[config.mk]
export PLATFORM = sky130hd
export DESIGN_NAME = mc_controller
export DESIGN_NICKNAME = d
export VERILOG_FILES = /design/src/rtl/mips_pkg.sv /design/src/rtl/mc_aludec.sv /design/src/rtl/mc_controller.sv
export SDC_FILE = /design/constraint.sdc
export NUM_CORES = 1
export LEC_CHECK = 0
export ABC_AREA = 1
export CAP_MARGIN = 20
export CELL_PAD_IN_SITES_DETAIL_PLACEMENT = 0
export CELL_PAD_IN_SITES_GLOBAL_PLACEMENT = 1
export CORE_MARGIN = 2
export CORE_UTILIZATION = 26
export CTS_BUF_LIST = sky130_fd_sc_hd__clkbuf_4 sky130_fd_sc_hd__clkbuf_8 sky130_fd_sc_hd__clkbuf_16
export DETAILED_ROUTE_END_ITERATION = 16
export PLACE_DENSITY_LB_ADDON = 0.1
export SETUP_SLACK_MARGIN = 0.5
export SYNTH_ARGS = -nofsm -noshare
export SYNTH_HDL_FRONTEND = slang
export SYNTH_HIERARCHICAL = 1
export SYNTH_SLANG_ARGS = --single-unit
[constraint.sdc]
create_clock -name clk -period 2.4 [get_ports clk]
set_input_delay 0.36 -clock clk [delete_from_list [all_inputs] [get_ports clk]]
set_output_delay 0.36 -clock clk [all_outputs]
set_load 0.005 [all_outputs]
[src/rtl/mips_pkg.sv]
// Shared types and encodings for the multicycle MIPS controller.
package mips_pkg;

  typedef enum logic [3:0] {
    S_FETCH   = 4'd0,
    S_DECODE  = 4'd1,
    S_MEMADR  = 4'd2,
    S_MEMRD   = 4'd3,
    S_MEMWB   = 4'd4,
    S_MEMWR   = 4'd5,
    S_RTYPEEX = 4'd6,
    S_RTYPEWB = 4'd7,
    S_BEQEX   = 4'd8,
    S_ADDIEX  = 4'd9,
    S_LOGIEX  = 4'd10,
    S_IMMWB   = 4'd11,
    S_JEX     = 4'd12
  } state_t;

  // opcodes
  localparam logic [5:0] OP_RTYPE = 6'b000000;
  localparam logic [5:0] OP_LW    = 6'b100011;
  localparam logic [5:0] OP_SW    = 6'b101011;
  localparam logic [5:0] OP_BEQ   = 6'b000100;
  localparam logic [5:0] OP_BNE   = 6'b000101;
  localparam logic [5:0] OP_ADDI  = 6'b001000;
  localparam logic [5:0] OP_ANDI  = 6'b001100;
  localparam logic [5:0] OP_ORI   = 6'b001101;
  localparam logic [5:0] OP_J     = 6'b000010;

  // R-type funct codes
  localparam logic [5:0] FN_ADD = 6'b100000;
  localparam logic [5:0] FN_SUB = 6'b100010;
  localparam logic [5:0] FN_AND = 6'b100100;
  localparam logic [5:0] FN_OR  = 6'b100101;
  localparam logic [5:0] FN_SLT = 6'b101010;

  // alucontrol
  localparam logic [2:0] ALU_ADD = 3'b010;
  localparam logic [2:0] ALU_SUB = 3'b110;
  localparam logic [2:0] ALU_AND = 3'b000;
  localparam logic [2:0] ALU_OR  = 3'b001;
  localparam logic [2:0] ALU_SLT = 3'b111;

  // alusrcb
  localparam logic [1:0] SRCB_B     = 2'b00;
  localparam logic [1:0] SRCB_FOUR  = 2'b01;
  localparam logic [1:0] SRCB_IMM   = 2'b10;
  localparam logic [1:0] SRCB_IMMSH = 2'b11;

  // pcsrc
  localparam logic [1:0] PCSRC_ALU    = 2'b00;
  localparam logic [1:0] PCSRC_ALUOUT = 2'b01;
  localparam logic [1:0] PCSRC_JUMP   = 2'b10;

  // what the FSM asks of the ALU decoder
  typedef enum logic [1:0] {
    AOP_ADD   = 2'd0,
    AOP_SUB   = 2'd1,
    AOP_FUNCT = 2'd2,
    AOP_LOGIC = 2'd3
  } aluop_t;

endpackage

[src/rtl/mc_aludec.sv]
// ALU decoder: aluop + funct/op -> alucontrol, flags unknown R-type funct.
module mc_aludec
  import mips_pkg::*;
(
  input  aluop_t      aluop,
  input  logic [5:0]  funct,
  input  logic [5:0]  op,
  output logic [2:0]  alucontrol,
  output logic        bad_funct
);

  // unknown funct falls back to add so the datapath stays deterministic
  always_comb begin
    alucontrol = ALU_ADD;
    bad_funct  = 1'b0;
    case (aluop)
      AOP_ADD:   alucontrol = ALU_ADD;
      AOP_SUB:   alucontrol = ALU_SUB;
      AOP_LOGIC: alucontrol = (op == OP_ORI) ? ALU_OR : ALU_AND;
      AOP_FUNCT: begin
        case (funct)
          FN_ADD:  alucontrol = ALU_ADD;
          FN_SUB:  alucontrol = ALU_SUB;
          FN_AND:  alucontrol = ALU_AND;
          FN_OR:   alucontrol = ALU_OR;
          FN_SLT:  alucontrol = ALU_SLT;
          default: bad_funct  = 1'b1;
        endcase
      end
      default: alucontrol = ALU_ADD;
    endcase
  end

endmodule

[src/rtl/mc_controller.sv]
// Multicycle MIPS control FSM with optional bne and andi/ori decode.
module mc_controller
  import mips_pkg::*;
#(
  parameter bit EN_BNE       = 1'b0,
  parameter bit EN_LOGIC_IMM = 1'b0
) (
  input  logic       clk,
  input  logic       reset_n,
  input  logic [5:0] op,
  input  logic [5:0] funct,
  input  logic       zero,
  input  logic       mem_ready,
  output logic       pcen,
  output logic       iord,
  output logic       memwrite,
  output logic       irwrite,
  output logic       regdst,
  output logic       memtoreg,
  output logic       regwrite,
  output logic       alusrca,
  output logic       illegal,
  output logic [1:0] alusrcb,
  output logic [1:0] pcsrc,
  output logic [2:0] alucontrol,
  output logic [3:0] state_o
);

  state_t state, next;
  aluop_t aluop;
  logic   bad_funct;
  logic   is_mem, is_branch, is_bne, is_logic, op_ok;
  logic   pcen_r, memwrite_r, irwrite_r, regwrite_r, illegal_r;

  assign is_mem    = (op == OP_LW) || (op == OP_SW);
  assign is_bne    = EN_BNE && (op == OP_BNE);
  assign is_branch = (op == OP_BEQ) || is_bne;
  assign is_logic  = EN_LOGIC_IMM && ((op == OP_ANDI) || (op == OP_ORI));
  assign op_ok     = is_mem || is_branch || is_logic || (op == OP_RTYPE) ||
                     (op == OP_ADDI) || (op == OP_J);

  mc_aludec u_aludec (
    .aluop      (aluop),
    .funct      (funct),
    .op         (op),
    .alucontrol (alucontrol),
    .bad_funct  (bad_funct)
  );

  // state register; reset parks the FSM in FETCH
  always_ff @(posedge clk or negedge reset_n) begin
    if (!reset_n) state <= S_FETCH;
    else          state <= next;
  end

  // next-state: memory states stall on mem_ready, DECODE dispatches on op
  always_comb begin
    next = state;
    case (state)
      S_FETCH:   if (mem_ready) next = S_DECODE;
      S_DECODE: begin
        if (is_mem)                 next = S_MEMADR;
        else if (op == OP_RTYPE)    next = S_RTYPEEX;
        else if (is_branch)         next = S_BEQEX;
        else if (op == OP_ADDI)     next = S_ADDIEX;
        else if (is_logic)          next = S_LOGIEX;
        else if (op == OP_J)        next = S_JEX;
        else                        next = S_FETCH;
      end
      S_MEMADR:  next = (op == OP_SW) ? S_MEMWR : S_MEMRD;
      S_MEMRD:   if (mem_ready) next = S_MEMWB;
      S_MEMWR:   if (mem_ready) next = S_FETCH;
      S_RTYPEEX: next = S_RTYPEWB;
      S_ADDIEX,
      S_LOGIEX:  next = S_IMMWB;
      default:   next = S_FETCH;
    endcase
  end

  // outputs: Moore, qualified only by mem_ready and zero
  always_comb begin
    pcen_r     = 1'b0;
    iord       = 1'b0;
    memwrite_r = 1'b0;
    irwrite_r  = 1'b0;
    regdst     = 1'b0;
    memtoreg   = 1'b0;
    regwrite_r = 1'b0;
    alusrca    = 1'b0;
    illegal_r  = 1'b0;
    alusrcb    = SRCB_B;
    pcsrc      = PCSRC_ALU;
    aluop      = AOP_ADD;
    case (state)
      S_FETCH: begin
        alusrcb   = SRCB_FOUR;
        irwrite_r = mem_ready;
        pcen_r    = mem_ready;
      end
      S_DECODE: begin
        alusrcb   = SRCB_IMMSH;
        illegal_r = !op_ok;
      end
      S_MEMADR: begin
        alusrca = 1'b1;
        alusrcb = SRCB_IMM;
      end
      S_MEMRD: iord = 1'b1;
      S_MEMWB: begin
        memtoreg   = 1'b1;
        regwrite_r = 1'b1;
      end
      S_MEMWR: begin
        iord       = 1'b1;
        memwrite_r = 1'b1;
      end
      S_RTYPEEX: begin
        alusrca   = 1'b1;
        aluop     = AOP_FUNCT;
        illegal_r = bad_funct;
      end
      S_RTYPEWB: begin
        regdst     = 1'b1;
        regwrite_r = 1'b1;
      end
      S_BEQEX: begin
        alusrca = 1'b1;
        aluop   = AOP_SUB;
        pcsrc   = PCSRC_ALUOUT;
        pcen_r  = is_bne ? !zero : zero;
      end
      S_ADDIEX: alusrcb = SRCB_IMM;
      S_LOGIEX: begin
        alusrcb = SRCB_IMM;
        aluop   = AOP_LOGIC;
      end
      S_IMMWB: regwrite_r = 1'b1;
      S_JEX: begin
        pcsrc  = PCSRC_JUMP;
        pcen_r = 1'b1;
      end
      default: ;
    endcase
  end

  // strobes drop the instant reset asserts, without waiting for a clock
  assign pcen     = pcen_r     & reset_n;
  assign irwrite  = irwrite_r  & reset_n;
  assign regwrite = regwrite_r & reset_n;
  assign memwrite = memwrite_r & reset_n;
  assign illegal  = illegal_r  & reset_n;
  assign state_o  = state;

endmodule

==> metrics.md <==
| Metric | Value |
|---|---|
| Period minus WS final | `2.16 ns` |
| Setup_tns | `0 ns` |
| CTS tree | `built` |
| Die X | `59.0 µm` |
| Initial core utilization | `28.0%` |
| Tot Pwr | `0.00101 W` |
| Power Density | `717 mW/mm²` |
| Yosys warns | `6` |
| Antenna-violating nets left | `0` |
| CTS sink cnt | `4` |
| Sequential area share after synthesis | `12.7%` |
| WP data required | `2.04 ns` |
| Std-Cell Rows | `19` |
| Routed vias/inst | `4.45` |
| Worst hold slack | `0.425 ns` |
| Share of cells above drive strength 1 | `34.6%` |
| Syn Area/Cell | `5.35 µm²` |
| Worst path cell trace | `buf_4 -> inv_2 -> nor2_4 -> nand3_2 -> nor2_1 -> clkdlybuf4s50_1` |
| Worst-skew pair later-pin latency | `around 0.23 ns` |
| Largest net degree at the start of global routing | `8` |
| Relative slew margins | `83.8%` |
| Met2 WL post-DR | `1190 µm` |
| Worst slew pin tran | `~0.24 ns` |
| Register area | `100 µm²` |
| Gpl congestion | `between 0.8 and 0.9` |
| Clock tree buffer depth | `2` |
| Final Net Count | `229` |
| DP HPWL | `1870 µm` |
| DP Worst Slack | `-0.120 ns` |
| DRC errors left | `2` |
| Crit Path Max Fanout | `4` |
| # IOs | `36` |
| Synth Net Count | `163` |
| Core Area | `~0.0028 mm²` |
| Drt pass-1 iters | `10` |
| Layout Area Growth over Synthesis | `80.1%` |
| DR iter-0 viols | `29` |
| Design Area, Final | `0.00142 mm²` |
| Clock transition at path regs | `about 0.040 ns` |
| Final Max Tran Viols | `0` |
| Period utilization | `90.2%` |
| Root buf cell | `clkbuf_4` |
| Slowest CP cell | `clkdlybuf4s50_1` |
| CP startpoint kind | `register` |
| WP data arrival | `1.80 ns` |
| Hold Vio Cnt, Final | `0` |
| CTS H-tree lvls | `1` |
| Leading area contributor after synthesis | `nand2_1` |
| Initial antenna violation count | `0` |
| Leakage | `0.792 nW` |
| Commonest cells after routing, fill and taps aside | `nand2_1 (31), nor2_1 (26), buf_4 (23), inv_1 (22), nand3_1 (16)` |
| WS Path Type | `reg -> out` |
| Fmax | `462 MHz` |
| Largest register FFs | `4` |
| Worst path max stage delay | `0.51 ns` |
| # diodes | `0` |
| Multi-input gate area | `614 µm²` |
| RSZ-0062 raised after global routing | `yes` |
| Synth Cell Area | `786 µm²` |
| Total grt overflow | `0` |
| Setup WS post-layout | `0.235 ns` |
| Worst Setup End Kind | `output pin` |
| Distinct cells, synth | `21` |
| CTS Buf Count | `3` |
| Post-DP Area | `0.00126 mm²` |
| DR WL/cell | `9.94 µm` |
| Outcome | `complete, but fails checks` |
| Leading cell type in the layout, fill and taps excluded | `nand2_1` |
| Top sig layer | `met3` |
| Clock skew | `0.000641 ns` |
| Post-synth top area share | `between 15 and 20%` |
| Peak VDD IR | `about 0.00051 V` |
| HP Class | `in -> async` |
| Final WL | `2410 µm` |
| First-pass GRT wire length | `just under 4000 µm` |
| GRT Util Overall | `13.8%` |
| Vias in the first global route | `970` |
| Cells taking the most area after synthesis | `nand2_1 (15%), nor2_1 (14%), dfrtp_1 (13%), nand3_1 (11%), inv_1 (11%)` |
| Die height | `59.0 µm` |
| Fillcell total | `~310` |
| Die area | `between 0.003 and 0.004 mm²` |
| Final setup vio count | `0` |
| DR vias | `1078` |
| Metal3 WL | `~110 µm` |
| Met1 Wirelength | `1100 µm` |
| IO Port Bufs | `35` |
| Violations in the final reports | `design-rule violations` |
| Mapped Cells | `147` |
| Synth Register Bits | `4` |
| Max-Cap Viols | `0` |
-- final cells by class --
cell class                      instances  area share (%)
Tap cell                               31            2.74
Clock buffer                            3            1.59
Sequential cell                         4            7.07
Inverter                               30            8.13
Timing Repair Buffer                   62            37.0
Multi-Input combinational cell        112            43.4
-- path summary, 6_finish.rpt --
path	slack (ns)	end	startpoint	depth (start not counted)
worst max-delay path	0.24	memwrite	state_o[2]	6
min in group clk	0.71	state_o[2]	state_o[0]	3
max in group asynchronous	1.88	state_o[2]	reset_n	2
worst min-delay path	0.42	state_o[0]	reset_n	2
worst max register to register	0.99	state_o[2]	state_o[3]	10
worst min register to register	0.71	state_o[2]	state_o[0]	3
-- power breakdown --
group | internal [W] | switching, W | total, W
clock network | 0.0000557 | 0.0000240 | 0.0000797
registers | 0.0000923 | 0.0000216 | 0.000114
logic | 0.000392 | 0.000429 | 0.000821
-- critical path: cells and delay by family, from the launching register on --
| family | cells | cell delay (ns) |
|---|---|---|
| buf+inv | 3 | 0.75 |
| flops | 1 | 0.42 |
| simple gates | 3 | 0.40 |
-- repair_timing --
action / 4_1_cts / 5_1_grt
hold buffers: 0 / 0
endpoints found under the setup margin: 15 / 10
pin swaps: 13 / 10
buffers inserted: 10 / 5
gates resized for setup: 43 / 11
cloned: 0 / 0
-- cells by family (layout without fill, tap and decap cells) --
group	Yosys count	in the layout	synth area share [%]
AND/OR/NAND/NOR	103	103	64.3
buffers and inverters	31	95	15.3
AO/OA/AOI/OAI	9	9	7.64
flip-flops	4	4	12.7
-- cells in the mapped netlist, drive strengths merged --
cell type and instances:
nor2 39, nand2 38, inv 30, nand3 20, a21oi 5, dfrtp 4
nor3 3, nand3b 2, o21ai 2, a221oi 1, a31oi 1, buf 1
nand4 1
-- metal layers --
layer  track usage [%]  vias up
met5                 0        -
met4              2.92        0
met3              1.31        0
met2              23.0       23
met1              19.4      476
li1                  -      579
-- per-stage QoR --
step,utilization [%],std cells
finish,50.4,242
floorplan,-,147
global route,50.4,242
CTS,48.7,237
detailed placement,45.0,224
global placement,45.0,224
(Power assumes the default switching activity.)
